--- src/rtl/clock_monitor.sv ---
// clock_monitor: measures period and high time of an asynchronous mon_clk in clock cycles,
// flags out-of-tolerance periods and a stopped clock. Define CLOCK_MONITOR_DUTY_EN for high-time counting.
module clock_monitor #(
    parameter int unsigned CNT_W      = 16,
    parameter int unsigned EXP_PERIOD = 10,
    parameter int unsigned TOL        = 1,
    parameter int unsigned TIMEOUT    = 1024
) (
    input  logic             clock,
    input  logic             reset_n,
    input  logic             enable,
    input  logic             mon_clk,
    output logic [CNT_W-1:0] period,
    output logic [CNT_W-1:0] high_time,
    output logic             valid,
    output logic             fault,
    output logic             stopped
);

    typedef enum logic [1:0] {
        IDLE,
        ARM,
        MEASURE
    } state_t;

    localparam logic [CNT_W-1:0] CNT_ONE     = CNT_W'(1);
    localparam logic [CNT_W-1:0] CNT_TIMEOUT = CNT_W'(TIMEOUT);
    localparam logic [CNT_W:0]   EXP_EXT     = (CNT_W+1)'(EXP_PERIOD);
    localparam logic [CNT_W:0]   TOL_EXT     = (CNT_W+1)'(TOL);

    state_t           state;
    logic             s1;
    logic             s2;
    logic             s3;
    logic             rise;
    logic [CNT_W-1:0] cnt;
    logic             cnt_sat;
    logic [CNT_W:0]   cnt_ext;
    logic [CNT_W:0]   deviation;
    logic             period_bad;

    // Synchroniser and edge history run independently of enable so no edge is lost on re-enable.
    always_ff @(posedge clock or negedge reset_n) begin
        if (!reset_n) begin
            s1 <= 1'b0;
            s2 <= 1'b0;
            s3 <= 1'b0;
        end else begin
            s1 <= mon_clk;
            s2 <= s1;
            s3 <= s2;
        end
    end

    assign rise    = s2 & ~s3;
    assign cnt_sat = &cnt;
    assign cnt_ext = {1'b0, cnt};

    always_comb begin
        deviation = '0;
        if (cnt_ext >= EXP_EXT) begin
            deviation = cnt_ext - EXP_EXT;
        end else begin
            deviation = EXP_EXT - cnt_ext;
        end
    end

    assign period_bad = cnt_sat | (deviation > TOL_EXT);

    always_ff @(posedge clock or negedge reset_n) begin
        if (!reset_n) begin
            state   <= IDLE;
            cnt     <= '0;
            period  <= '0;
            valid   <= 1'b0;
            fault   <= 1'b0;
            stopped <= 1'b0;
        end else begin
            valid <= 1'b0;
            if (!enable) begin
                state <= IDLE;
                cnt   <= '0;
            end else begin
                case (state)
                    IDLE: begin
                        state <= ARM;
                        cnt   <= '0;
                    end
                    ARM: begin
                        if (rise) begin
                            cnt   <= CNT_ONE;
                            state <= MEASURE;
                        end
                    end
                    MEASURE: begin
                        // A rise coinciding with the timeout count is still a measurement.
                        if (rise) begin
                            period  <= cnt;
                            fault   <= period_bad;
                            valid   <= 1'b1;
                            stopped <= 1'b0;
                            cnt     <= CNT_ONE;
                        end else if (cnt == CNT_TIMEOUT) begin
                            stopped <= 1'b1;
                            state   <= ARM;
                        end else if (!cnt_sat) begin
                            cnt <= cnt + CNT_ONE;
                        end
                    end
                    default: begin
                        state <= IDLE;
                        cnt   <= '0;
                    end
                endcase
            end
        end
    end

`ifdef CLOCK_MONITOR_DUTY_EN
    logic [CNT_W-1:0] hcnt;
    logic             lvl;

    assign lvl = s2;

    always_ff @(posedge clock or negedge reset_n) begin
        if (!reset_n) begin
            hcnt      <= '0;
            high_time <= '0;
        end else if (!enable || state == IDLE) begin
            hcnt <= '0;
        end else if (rise) begin
            if (state == MEASURE) begin
                high_time <= hcnt;
            end
            hcnt <= CNT_ONE;
        end else if (state == MEASURE && cnt != CNT_TIMEOUT && lvl && !(&hcnt)) begin
            hcnt <= hcnt + CNT_ONE;
        end
    end
`else
    assign high_time = '0;
`endif

endmodule
--- config.mk ---
export PLATFORM = sky130hd
export DESIGN_NAME = clock_monitor
export DESIGN_NICKNAME = d
export VERILOG_FILES = /design/src/rtl/clock_monitor.sv
export SDC_FILE = /design/constraint.sdc
export NUM_CORES = 1
export LEC_CHECK = 0
export ABC_AREA = 1
export BUFFER_PORTS_ARGS = -buffer_cell sky130_fd_sc_hd__buf_2
export CAP_MARGIN = 20
export CORE_MARGIN = 5
export CORE_UTILIZATION = 63
export DETAILED_ROUTE_END_ITERATION = 10
export HOLD_SLACK_MARGIN = 0.06
export PLACE_DENSITY_LB_ADDON = 0.15
export SLEW_MARGIN = 5
export SYNTH_ARGS = -nofsm -noshare
export SYNTH_HDL_FRONTEND = slang
export SYNTH_SLANG_ARGS = --single-unit
--- constraint.sdc ---
create_clock -name clock -period 6.3 [get_ports clock]
set_input_delay 1.89 -clock clock [delete_from_list [all_inputs] [get_ports clock]]
set_output_delay 1.89 -clock clock [all_outputs]
set_load 0.01 [all_outputs]
==> results.txt <==
status: finished clean
vias in the first global route: 2608
Power Density: 183 nW/um^2
DIE AREA: 6500 sq um
CTS Sinks: 40
Syn Inst Count: 455
Rows: 25
M1 WL: 3250 um
CTS tree: built
clock buffer count from CTS: 5
worst vdd ir: 0.000147 V
Max clock buf depth: 2
post-synth cell types: 31
YS warnings: 0
first-pass GRT wire length: 12700 um
Final Instance Area: 3280 sq um
share of layout cells above drive strength 1: 0.138
clock skew: 0.00434 ns
GRT Total Usage: 0.253
fin crit period: 2.87 ns
Post-Syn Area: 3140 sq um
final slew viol count: 0
commonest non-fill, non-tap cell in the layout: nand2_1
Syn Area/Cell: 6.90 sq um
DP Area: 3160 sq um
Worst Path Arrival: 3.02 ns
crit path from: enable
worst-path fanout max: 34
post-CTS setup buffers: 0
post-synthesis sequential area ratio: 0.319
Post-DRT Antenna Nets: 0
CTS Hold Bufs: 0
n_diodes: 0
placer congestion estimate: 0.992
initial antenna violation count: 0
H-tree levels: 2
Final Hold Viols: 0
Reg2Reg Launch Point: cnt[2]
reg-to-reg setup timing slack: 3.87 ns
Root Buffer: clkbuf_8
Max-slew headroom: 0.405
DRT Wirelength: 7530 um
Setup crit end kind: flip-flop
Iter 0 DRT Violations: 264
Hold Path Stages: 0
most frequent cells in the layout: nand2_1, inv_1, dfrtp_1, nor2_1, nand3_1
DP HPWL: 5760 um
share of the clock period used by the worst path: 0.455
metal2 WL: 3580 um
first drt pass iteration count: 7
# IOs: 39
I/O Buffers: 22
fmax: 349 MHz
via count: 2897
WP data required: 6.46 ns
Core ar.: 4790 sq um
reg2reg path depth: 15
RSZ-0062 raised after global routing: no
later-pin clock latency in the skew report: 0.30 ns
critical path endpoint: period[12]
# nets final: 484
largest net degree at the start of global routing: 41
grt ovf: 0
chip width: 80.6 um
critical path type: in -> reg
maxcap violations: 0
Synth Register Bits: 40
TNS Setup: 0 ns
Static Leak: 0.00177 uW
setup violators final: 0
Clock transition at path regs: 0.08 ns
worst-margin pin slew: 0.892 ns
highest metal used: met4
Initial Utilization: 0.656
layout overhead on the synthesized area: 4.50%
met3 routed WL: 553 um
DR DRC count: 0
detailed-route wire length per cell: 14.0 um
Critical R2R Capture: fault
DIE HEIGHT: 80.6 um
crit start category: primary input
number of gates resized after CTS: 0
Vias/cell: 5.39
Fillers: 426
worst hold path type: reg -> reg
-- worst max-delay path: stages --
cell,delay [ns]
buf_2,0.17
nand2_1,0.12
nor2_1,0.21
inv_1,0.38
nand2_1,0.16
o21ai_0,0.09
-- final cells by class --
type / count / area (sq um) / area share
Sequential cell: 40 / 1000 / 0.305
Tap cell: 67 / 83.8 / 0.0255
Timing Repair Buffer: 23 / 115 / 0.0351
Inverter: 48 / 190 / 0.0579
Clock inverter: 3 / 46.3 / 0.0141
Clock buffer: 5 / 68.8 / 0.0210
Multi-Input combinational cell: 351 / 1780 / 0.541
-- worst min-delay path by stage --
stage / slack (ns) / end / start
after CTS: 0.38 / s2 / s1
final: 0.38 / s2 / s1
after detailed placement: 0.36 / s2 / s1
after global placement: 0.34 / s2 / s1
after global routing: 0.40 / s2 / s1
after floorplan: 0.33 / s2 / s1
-- synthesized netlist by cell type (all sizes together) --
cell type    n  share of area
a21oi       13          0.021
buf         28          0.069
clkbuf       3         0.0036
conb         1         0.0012
dfrtp       40           0.32
ha          11          0.044
inv         48          0.061
nand2      152           0.19
nand3       35          0.061
nand3b       1         0.0024
nand4        8          0.016
nor2        49          0.075
nor3        11          0.019
nor4         6          0.012
o21a         1         0.0024
o21ai       35          0.068
xnor2        1         0.0028
xor2        12          0.033
-- registers in the layout, indices dropped and copies added (netlist names) --
register  cells
cnt          16
fault         1
period       16
s1            1
s2            1
s3            1
state         2
stopped       1
valid         1
-- kinds of logic (layout without fill, tap and decap cells) --
kind of cell             after synthesis  count (layout)  share of synthesized area
AO/OA/AOI/OAI                         49              49                     0.0908
XOR/XNOR                              13              13                     0.0363
adder cells (fa/ha/maj)               11              11                     0.0438
buffers and inverters                 79              79                      0.133
flip-flops                            40              40                      0.319
other                                  1              16                    0.00119
AND/OR/NAND/NOR                      262             262                      0.376
-- where the power goes --
group	switching [uW]	internal, uW
registers	9.97	269
logic	78.6	28.4
clock network	95.5	119
-- per-layer routing --
layer	GRT usage	vias to the layer above
met1	0.346	1332
li1	-	1443
met4	0.0709	0
met3	0.0437	17
met2	0.411	105
met5	0	-
-- stage by stage --
stage | power [uW] | setup WS [ns] | hold slack (ns) | utilization | std cells
final | 601 | 3.43 | 0.380 | 0.686 | 537
after floorplan | 373 | 3.27 | 0.331 | - | 470
after global placement | 386 | 2.91 | 0.344 | 0.661 | 528
after global routing | 638 | 3.25 | 0.403 | 0.686 | 537
after detailed placement | 390 | 2.85 | 0.359 | 0.661 | 528
after CTS | 604 | 3.15 | 0.378 | 0.685 | 536
(Power assumes the default switching activity.)
